[config.mk]
export PLATFORM = sky130hd
export DESIGN_NAME = timer_ctrl
export DESIGN_NICKNAME = d
export VERILOG_FILES = /design/src/rtl/timer_ctrl.sv
export SDC_FILE = /design/constraint.sdc
export NUM_CORES = 1
export LEC_CHECK = 0
export BUFFER_PORTS_ARGS = -buffer_cell sky130_fd_sc_hd__buf_4
export CAP_MARGIN = 5
export CORE_ASPECT_RATIO = 1.25
export CORE_UTILIZATION = 55
export DETAILED_ROUTE_END_ITERATION = 10
export GPL_ROUTABILITY_DRIVEN = 0
export PLACE_DENSITY = 0.73
export SYNTH_ARGS = -nofsm -noshare
export SYNTH_HDL_FRONTEND = slang
export SYNTH_SLANG_ARGS = --single-unit
[constraint.sdc]
create_clock -name i_clk -period 5 [get_ports i_clk]
set_input_delay 1 -clock i_clk [delete_from_list [all_inputs] [get_ports i_clk]]
set_output_delay 1 -clock i_clk [all_outputs]
set_load 0.01 [all_outputs]
[src/rtl/timer_ctrl.sv]
// timer_ctrl: button-driven mm:ss countdown controller.
// Edits a preset in SET, counts down at one tick per TICK_CYCLES clocks in RUN,
// can be frozen in PAUSE and reports expiry in DONE. All outputs are registered.
module timer_ctrl #(
    parameter int unsigned TICK_CYCLES = 50_000_000
) (
    input  logic       i_clk,
    input  logic       i_reset_n,
    input  logic       i_B_U,
    input  logic       i_B_D,
    input  logic       i_B_L,
    input  logic       i_B_R,
    input  logic       i_B_C,
    output logic [5:0] o_min,
    output logic [5:0] o_seg,
    output logic       o_sel,
    output logic [1:0] o_state,
    output logic       o_done
);

    localparam int unsigned PW = (TICK_CYCLES > 2) ? $clog2(TICK_CYCLES) : 1;
    localparam logic [PW-1:0] TickMax = PW'(TICK_CYCLES - 1);

    typedef enum logic [1:0] {
        StSet   = 2'd0,
        StRun   = 2'd1,
        StPause = 2'd2,
        StDone  = 3
    } state_e;

    state_e        state_q;
    logic [5:0]    min_q;
    logic [5:0]    seg_q;
    logic [5:0]    pre_min_q;
    logic [5:0]    pre_seg_q;
    logic          sel_q;
    logic [PW-1:0] presc_q;
    logic          done_q;

    function automatic logic [5:0] inc60(input logic [5:0] v);
        return (v == 6'd59) ? 6'd0 : v + 6'd1;
    endfunction

    function automatic logic [5:0] dec60(input logic [5:0] v);
        return (v == 6'd0) ? 6'd59 : v - 6'd1;
    endfunction

    // Controller FSM: button handling, prescaler and countdown in one registered block.
    always_ff @(posedge i_clk or negedge i_reset_n) begin
        if (!i_reset_n) begin
            state_q   <= StSet;
            min_q     <= 6'd0;
            seg_q     <= 6'd0;
            pre_min_q <= 6'd0;
            pre_seg_q <= 6'd0;
            sel_q     <= 1'b0;
            presc_q   <= '0;
            done_q    <= 1'b0;
        end else begin
            done_q <= 1'b0;
            case (state_q)
                StSet: begin
                    // Priority C > L > R > U > D; a C at 00:00 still masks the others.
                    if (i_B_C) begin
                        if ((min_q != 6'd0) || (seg_q != 6'd0)) begin
                            pre_min_q <= min_q;
                            pre_seg_q <= seg_q;
                            presc_q   <= '0;
                            state_q   <= StRun;
                        end
                    end else if (i_B_L) begin
                        sel_q <= 1'b1;
                    end else if (i_B_R) begin
                        sel_q <= 1'b0;
                    end else if (i_B_U) begin
                        if (sel_q) min_q <= inc60(min_q);
                        else       seg_q <= inc60(seg_q);
                    end else if (i_B_D) begin
                        if (sel_q) min_q <= dec60(min_q);
                        else       seg_q <= dec60(seg_q);
                    end
                end
                StRun: begin
                    if (presc_q == TickMax) begin
                        presc_q <= '0;
                        if (seg_q != 6'd0) begin
                            seg_q <= seg_q - 6'd1;
                        end else begin
                            min_q <= min_q - 6'd1;
                            seg_q <= 6'd59;
                        end
                        // Expiry wins over a coincident pause request.
                        if ((min_q == 6'd0) && (seg_q == 6'd1)) begin
                            state_q <= StDone;
                            done_q  <= 1'b1;
                        end else if (i_B_C) begin
                            state_q <= StPause;
                        end
                    end else if (i_B_C) begin
                        // Prescaler holds so resume continues the partial second.
                        state_q <= StPause;
                    end else begin
                        presc_q <= presc_q + PW'(1);
                    end
                end
                StPause: begin
                    if (i_B_C) begin
                        state_q <= StRun;
                    end else if (i_B_L) begin
                        sel_q   <= 1'b1;
                        presc_q <= '0;
                        state_q <= StSet;
                    end else if (i_B_R) begin
                        sel_q   <= 1'b0;
                        presc_q <= '0;
                        state_q <= StSet;
                    end
                end
                StDone: begin
                    presc_q <= '0;
                    if (i_B_C) begin
                        min_q   <= pre_min_q;
                        seg_q   <= pre_seg_q;
                        state_q <= StSet;
                    end
                end
            endcase
        end
    end

    assign o_min   = min_q;
    assign o_seg   = seg_q;
    assign o_sel   = sel_q;
    assign o_state = state_q;
    assign o_done  = done_q;

endmodule
* Word-level counts from Yosys, hierarchy flattened
Index checks and enable logic that the tools add are counted.
** Word-level totals
- Bits in registers :: 54
- Input port bits :: 7
** Operators by class
- Add/sub/neg operators :: 5
- Bitwise logic cells :: 1
- Reduce and logical (&&, ||, !) cells :: 16
- Muxes and demuxes :: 49
- Eq/ne operators :: 22
** Operators by type and width (count)
- 2-to-1 mux 26 bit :: 7
- 2-to-1 mux 6 bit :: 24
- one-hot mux 26 bit (4 select lines) :: 1
- one-hot mux 6 bit (3 select lines) :: 2
- adder 26 x 1 -> 26 bit, second input constant :: 1
- == test 26 bit, second input constant :: 1
- inequality test 2 bit, second input constant :: 11
- 2-to-1 mux 2 bit :: 9
- adder 6 x 1 -> 6 bit, second input constant :: 2
- == test 6 bit, second input constant :: 2
- logical NOT 6 bit :: 2
- nonzero test 6 bit :: 2
- subtractor 6 x 1 -> 6 bit, second input constant :: 2
- inequality test 3 bit, second input constant :: 3
- AND reduction 9 bit :: 1
- one-hot mux 2 bit (4 select lines) :: 1
- AND reduction 8 bit :: 1
- == test 6 x 1 -> 1 bit, second input constant :: 1
- AND reduction 3 bit :: 2
- 2-to-1 mux 1 bit :: 5
- AND reduction 5 bit :: 1
- == test 2 bit, second input constant :: 2
- inequality test 4 bit, second input constant :: 1
- AND reduction 4 bit :: 1
- 8 further kinds :: 8

* Longest topological paths before layout
Gate-level depths: netlist of run 1.
- Depth in word-level cells :: 9
- Gate-level depth with buffers :: 10

* Worst setup path after synthesis of run 1
OpenSTA, ideal clock, no wires.
- Path type :: register -> register
- From :: register min_q[0], in the netlist o_min[0]
- To :: register presc_q[16]
- Library setup time :: 0.066 ns
- Arrival time :: 2.508 ns
- Path slack :: 2.426 ns
- Cell stages (with the launch flop) :: 10
- Data required time :: 4.934 ns
- Path buffers :: 1
- Cell sequence :: dfrtp_1 -> inv_1 -> ha_1 -> or3b_4 -> or3_4 -> o211ai_2 -> buf_6 -> nand3_4 -> or4b_1 -> nand2_1
** Between the ends
- Longest elaborated chain between the ends :: 4
** Ends and longest elaborated chain
- start: declaration :: line 32 : logic [5:0] min_q;
- start signal: assignment :: line 76 : if (sel_q) min_q <= inc60(min_q);
- start signal: assignment :: line 79 : if (sel_q) min_q <= dec60(min_q);
- start signal: assignment :: line 89 : min_q <= min_q - 6'd1;
- nonzero test 6 bit :: line 65 : if ((min_q != 6'd0) || (seg_q != 6'd0)) begin
- logical OR 1 bit :: line 65
- inequality test 2 bit (no line)
- AND reduction 5 bit (no line)
- end signal: assignment :: line 103 : presc_q <= presc_q + PW'(1);
- end: declaration :: line 37 : logic [PW-1:0] presc_q;
Every way passes these cells.
A chain may end at the register's enable or synchronous reset.

* Final worst setup path of run 1
- From :: register min_q[0], in the netlist o_min[0]
- To :: register presc_q[25]
Same word-level chain as after synthesis.

==> impl_metrics.json, run 1 <==
{
  "final_cells": 499,
  "finalNetCount": 430,
  "nFillCells": 514,
  "clk_latency_ps": 300,
  "via_per_inst": 6.170,
  "cts-resized-gates": 0,
  "cts_sinks": 54,
  "grt_max_degree": 55,
  "power_density_nw_per_um2": 527.1,
  "setup_ws_ps": 1686,
  "setup_viol": 0,
  "initial_core_util": 0.5832,
  "h-tree-depth": 2,
  "syn2layout_area_growth_pct": 7.809,
  "arrival_ps": 3490,
  "regArea_um2": 1351,
  "io_pins": 23,
  "grt_usage": 0.2641,
  "postSynthAreaPerCell_um2": 8.420,
  "maxSlewHeadroom": 0.2268,
  "grt_pass1_vias": 2956,
  "cts_hold_buf": 0,
  "antenna_cells": 0,
  "final.period_utilization": 0.6627,
  "synth_ff_type": "dfrtp_1",
  "cp.required_ps": 5180,
  "cts.clk_slew.worst_paths_ps": 100,
  "p_int_mw": 1.120,
  "drc": 0,
  "syn_nets": 424,
  "swShare": 0.4304,
  "dr_total_vias": 3079,
  "path_class": "reg -> reg",
  "hold_path_class": "reg -> reg",
  "rsz0062_at_grt": "no",
  "grt_pass1_wl_um": 13920,
  "coreArea_um2": 5934,
  "pre_cts_ws_ps": 1729,
  "die_h_um": 90.69,
  "clkPwrFrac": 0.153,
  "ys_seq_area_frac": 0.3905,
  "p_leak_nw": 1.561,
  "die_x_um": 72.95,
  "root_buffer": "clkbuf_8",
  "synth-seq-cells": 54,
  "fp.dieArea_um2": 6616,
  "io_buffer_count": 22,
  "ir_drop_mv": 0.2574,
  "dp_cells": 492,
  "setup_tns_ps": 0,
  "hpwlAfterDp_um": 5424,
  "synth_top_area_cell": "dfrtp_1",
  "skew_ps": 7.452,
  "post_cts.repair.setup_buffers": 0,
  "combPwrFrac": 0.477,
  "synth_top_cells_by_count": "55 x nand2_1, 54 x dfrtp_1, 35 x o21ai_0",
  "cp.depth": 8,
  "yosys_warnings": 0,
  "holdPathStages": 2,
  "ys_top_cells_by_area": "dfrtp_1 39%, nand2_1 6.0%, o21ai_0 5.1%",
  "drv_slew": 0,
  "synth_cell_types": 59,
  "hold_viol": 0,
  "switchingPower_uw": 846.4,
  "grt-ovfl-total": 0,
  "rr_worst_depth": 8,
  "drt_wl_total_um": 7809,
  "critPathLaunchType": "flip-flop",
  "synth_area_um2": 3461,
  "synthArstFlopShare": 1.000,
  "cpPeakStageDelay_ps": 990,
  "crit_chain": "inv_1 > ha_1 > or3b_4 > or3_4 > o211ai_2 > o2111a_1 > nor4_1 > mux2i_1",
  "worst_slew_pin_slew_ps": 1160,
  "synthCells": 411,
  "row_count": 31,
  "cts_made_buffers": 5,
  "antenna_left": 0,
  "p_seq_frac": 0.370,
  "fin_crit_ps": 3314,
  "crit_fanout": 35,
  "first_iter_violations": 277,
  "multi_input_area_um2": 1943,
  "antenna_found_initial": 0,
  "drive_above_1_share": 0.1199,
  "cp-end-kind": "flip-flop",
  "fmax_ghz": 0.3018,
  "synth_top_area_frac": 0.3905,
  "path_delay_family": "compound AO/OA/AOI/OAI gates",
  "dr.pass1.iters": 5,
  "cts_tree": "yes",
  "synth_edf_count": 0,
  "status": "finished clean",
  "maxCapViolCount": 0,
  "crit_path_top_delay_cell": "o2111a_1",
  "ctsLongestPathBuffers": 2,
  "cp.buffers_inverters": 1,
  "wire_per_inst_um": 15.65,
  "yosys.cell_count.top_type": "nand2_1"
}
## final cells by class
class | instances | area share
sequential | 54 | 0.3622
clock buffer | 6 | 0.02213
tap | 82 | 0.02750
inverter | 11 | 0.01107
multi-input combinational | 321 | 0.5208
timing repair buffer | 24 | 0.04829
clock inverter | 1 | 0.008048
## cells by family (layout without fill, tap and decap cells)
logic type	count (synthesis)	after routing	synth area share
AO/OA/AOI/OAI	125	125	0.2281
flip-flops	54	54	0.3905
XOR/XNOR	11	11	0.02784
AND/OR/NAND/NOR	166	166	0.2430
buffers and inverters	36	42	0.04808
adder cells (fa/ha/maj)	6	6	0.02169
multiplexers	13	13	0.04085
## tightest hold or removal path: stages, from the launching register on
cell and delay (ps):
dfrtp_1 360, nand2_1 50, o21ai_0 60
## power by group through the flow
stage,Clock (mW),Sequential (mW),Combinational [mW]
floorplan,0,0.658,0.770
global placement,0,0.729,0.924
detailed placement,0,0.733,0.933
CTS,0.311,0.725,0.938
global route,0.327,0.754,1.06
finish,0.301,0.728,0.938
## routing by layer
metal	GRT usage	wire length, um
met1	0.3586	3565
met2	0.4206	3762
met3	0.04464	338
met4	0.09150	143
met5	0	0
## stage by stage
step / total power, mW / hold slack, ps / area, um^2 / utilization
after floorplan: 1.429 / 449.7 / 3461 / -
after global placement: 1.653 / 466.1 / 3618 / 0.6097
after detailed placement: 1.667 / 478.3 / 3618 / 0.6097
after CTS: 1.973 / 499.7 / 3731 / 0.6287
after global routing: 2.142 / 522.4 / 3731 / 0.6287
final: 1.967 / 496.6 / 3731 / 0.6287
## path summary, 6_finish.rpt
path	start	to	slack, ps
worst max register to register	o_min[0]	presc_q[25]	1690
worst max-delay path	o_min[0]	presc_q[25]	1690
min in group asynchronous	i_reset_n	o_done	740
worst min register to register	pre_seg_q[3]	pre_seg_q[3]	500
max in group asynchronous	i_reset_n	presc_q[16]	3810
worst min-delay path	pre_seg_q[3]	pre_seg_q[3]	500
## layout by cell type, fill, tap and decap left out, types with 10 or more instances in the layout
| master | synthesis | final |
|---|---|---|
| inv_1 | 11 | 11 |
| a21oi_1 | 21 | 21 |
| o31ai_1 | 10 | 10 |
| nand2_1 | 55 | 55 |
| o21ai_1 | 15 | 15 |
| o21ai_0 | 35 | 35 |
| nor2_1 | 31 | 31 |
| nand3_1 | 16 | 16 |
| dfrtp_1 | 54 | 54 |
| buf_4 | 2 | 24 |
## flip-flops by register name, indices dropped and copies added, names as in the netlist
register   cells
pre_min_q      6
o_done         1
o_min          6
presc_q       26
o_seg          6
pre_seg_q      6
o_sel          1
o_state        2
No activity file was read; power rests on OpenSTA's default activity.
==> inputs of run 2 (changes only) <==
--- a/config.mk
+++ b/config.mk
@@ -5,6 +5,7 @@
 export SDC_FILE = /design/constraint.sdc
 export NUM_CORES = 1
 export LEC_CHECK = 0
+export ABC_AREA = 1
 export BUFFER_PORTS_ARGS = -buffer_cell sky130_fd_sc_hd__buf_4
 export CAP_MARGIN = 5
 export CORE_ASPECT_RATIO = 1.25
==> constraint.sdc (replaced) <==
create_clock -name i_clk -period 3.36 [get_ports i_clk]
set_input_delay 0.672 -clock i_clk [delete_from_list [all_inputs] [get_ports i_clk]]
set_output_delay 0.672 -clock i_clk [all_outputs]
set_load 0.01 [all_outputs]
==> run 2 against run 1 <==
Effect of this change: non-clock buffer count grew 1; highest routed layer unchanged; largest cell class unchanged; sequential power up 39%; combinational power increased by 56%; hold slack got worse by 110 ps.
==> impl_metrics.json, run 2 <==
{
  "status": "finished clean",
  "drt_wl_total_um": 9313,
  "maxSlewHeadroom": 0.4929,
  "synth_ff_type": "dfrtp_1",
  "yosys.cell_count.top_type": "nand2_1",
  "wire_per_inst_um": 13.88,
  "p_int_mw": 1.531,
  "ctsLongestPathBuffers": 2,
  "root_buffer": "clkbuf_8",
  "row_count": 33,
  "drive_above_1_share": 0.1010,
  "rsz0062_at_grt": "no",
  "drc": 0,
  "dr_total_vias": 3669,
  "via_per_inst": 5.468,
  "final_common_cell": "nand2_1",
  "fin_area_um2": 4070,
  "power_density_nw_per_um2": 712.5,
  "initial_core_util": 0.5722,
  "fp.dieArea_um2": 7210,
  "whs_ps": 387.7,
  "finalNetCount": 596,
  "cp-end-kind": "flip-flop",
  "antenna_found_initial": 0,
  "synth_cell_types": 37,
  "grt-ovfl-total": 0,
  "dr.pass1.iters": 4,
  "clkPwrFrac": 0.151,
  "antenna_cells": 0,
  "synth_area_um2": 3780,
  "fmax_ghz": 0.4304,
  "fin_crit_ps": 2323,
  "worst_slew_pin_slew_ps": 758.5,
  "syn2layout_area_growth_pct": 7.679,
  "largest_register_ffs": 26,
  "synth-seq-cells": 54,
  "arrival_ps": 2520,
  "grt_pass1_wl_um": 16370,
  "cts_hold_buf": 0,
  "h-tree-depth": 2,
  "reg2reg_slack_ps": 1040,
  "io_pins": 23,
  "setup_tns_ps": 0,
  "combPwrFrac": 0.503,
  "coreArea_um2": 6606,
  "maxCapViolCount": 0,
  "grt_max_degree": 55,
  "setup_viol": 0,
  "ir_drop_mv": 0.3979,
  "cts_tree": "yes",
  "crit_fanout": 48,
  "postSynthAreaPerCell_um2": 6.643,
  "reg2reg_to": "presc_q[10]",
  "drv_slew": 0,
  "swShare": 0.4721,
  "final_cell_mix": "203 x nand2_1, 79 x nor2_1, 54 x dfrtp_1",
  "critPathLaunchType": "flip-flop",
  "post_cts.repair.setup_buffers": 0,
  "cts_sinks": 54,
  "yosys_warnings": 0,
  "clk_latency_ps": 310,
  "synthArstFlopShare": 1.000,
  "hold_path_class": "in -> async",
  "synth_top_cells_by_count": "203 x nand2_1, 79 x nor2_1, 54 x dfrtp_1",
  "synthCells": 569,
  "rr_worst_depth": 12,
  "synth_edf_count": 0,
  "synth_top_area_frac": 0.3575,
  "syn_nets": 582,
  "p_seq_frac": 0.347,
  "cts-resized-gates": 0,
  "p_leak_nw": 1.854,
  "ys_seq_area_frac": 0.3575,
  "io_buffer_count": 22,
  "first_iter_violations": 170,
  "die_h_um": 94.69,
  "hold_viol": 0,
  "synth_top_area_cell": "dfrtp_1",
  "antenna_left": 0,
  "final.period_utilization": 0.6915,
  "path_class": "reg -> reg",
  "skew_ps": 12.62,
  "cp.required_ps": 3560,
  "die_x_um": 76.15,
  "reg2reg_from": "o_seg[0]",
  "regMostFlops": "presc_q",
  "hpwlAfterDp_um": 6829,
  "switchingPower_mw": 1.369,
  "cts.clk_slew.worst_paths_ps": 100,
  "ys_top_cells_by_area": "dfrtp_1 36%, nand2_1 20%, nor2_1 7.8%",
  "grt_pass1_vias": 3625,
  "cts_made_buffers": 5,
  "grt_usage": 0.2854,
  "dpl-instance-area_um2": 3964
}
-- run 2: kinds of logic after synthesis --
logic type	share of synthesized area
adder cells (fa/ha/maj)	0.01986
AO/OA/AOI/OAI	0.1069
flip-flops	0.3575
XOR/XNOR	0.04634
multiplexers	0.002979
AND/OR/NAND/NOR	0.3916
buffers and inverters	0.07480
-- run 2: worst max-delay path: stages, from the launching register on --
cell,delay (ps)
dfrtp_1,450
inv_1,180
ha_1,220
nand3_1,170
nor2_2,180
nand2_1,90
nand2_1,60
nand2_1,70
nand3_2,80
buf_4,390
inv_1,180
nand2_1,90
nand2_1,50
-- run 2: final cells by class --
cell class / instances / area (um^2)
fill: 653 / 2536
multi-input combinational: 452 / 2146
sequential: 54 / 1351
timing repair buffer: 25 / 187.7
inverter: 45 / 170.2
tap: 87 / 108.9
clock buffer: 7 / 76.32
clock inverter: 1 / 30.03
-- run 2: how the worst max path moves through the flow --
stage	end	start	slack (ps)
finish	presc_q[10]	o_seg[0]	1040
global route	presc_q[16]	o_seg[0]	740
CTS	presc_q[10]	o_seg[0]	1050
detailed placement	presc_q[10]	o_seg[0]	1060
floorplan	o_min[1]	i_B_U	1600
global placement	presc_q[16]	o_seg[0]	1180
-- run 2: per-stage QoR --
step | setup WS [ps] | power (mW) | cells | util
6_report | 1037 | 2.900 | 671 | 0.6161
2_1_floorplan | 1596 | 2.103 | 569 | -
3_3_place_gp | 1185 | 2.443 | 663 | 0.6000
5_1_grt | 738.8 | 3.165 | 671 | 0.6161
4_1_cts | 1052 | 2.913 | 671 | 0.6161
3_5_place_dp | 1064 | 2.469 | 663 | 0.6000
-- run 2: per-layer routing --
metal,vias up,track usage,wire length [um]
li1,1853,-,-
met3,26,0.03382,274
met4,0,0.1571,312
met2,87,0.5515,4968
met1,1703,0.3031,3758
met5,-,0,0
-- run 2: power by group through the flow --
stage	logic, mW	registers (mW)	clock network (mW)
6_report	1.46	1.01	0.436
5_1_grt	1.66	1.03	0.471
4_1_cts	1.46	1.00	0.452
3_5_place_dp	1.45	1.02	0
3_3_place_gp	1.44	1.00	0
2_1_floorplan	1.13	0.969	0
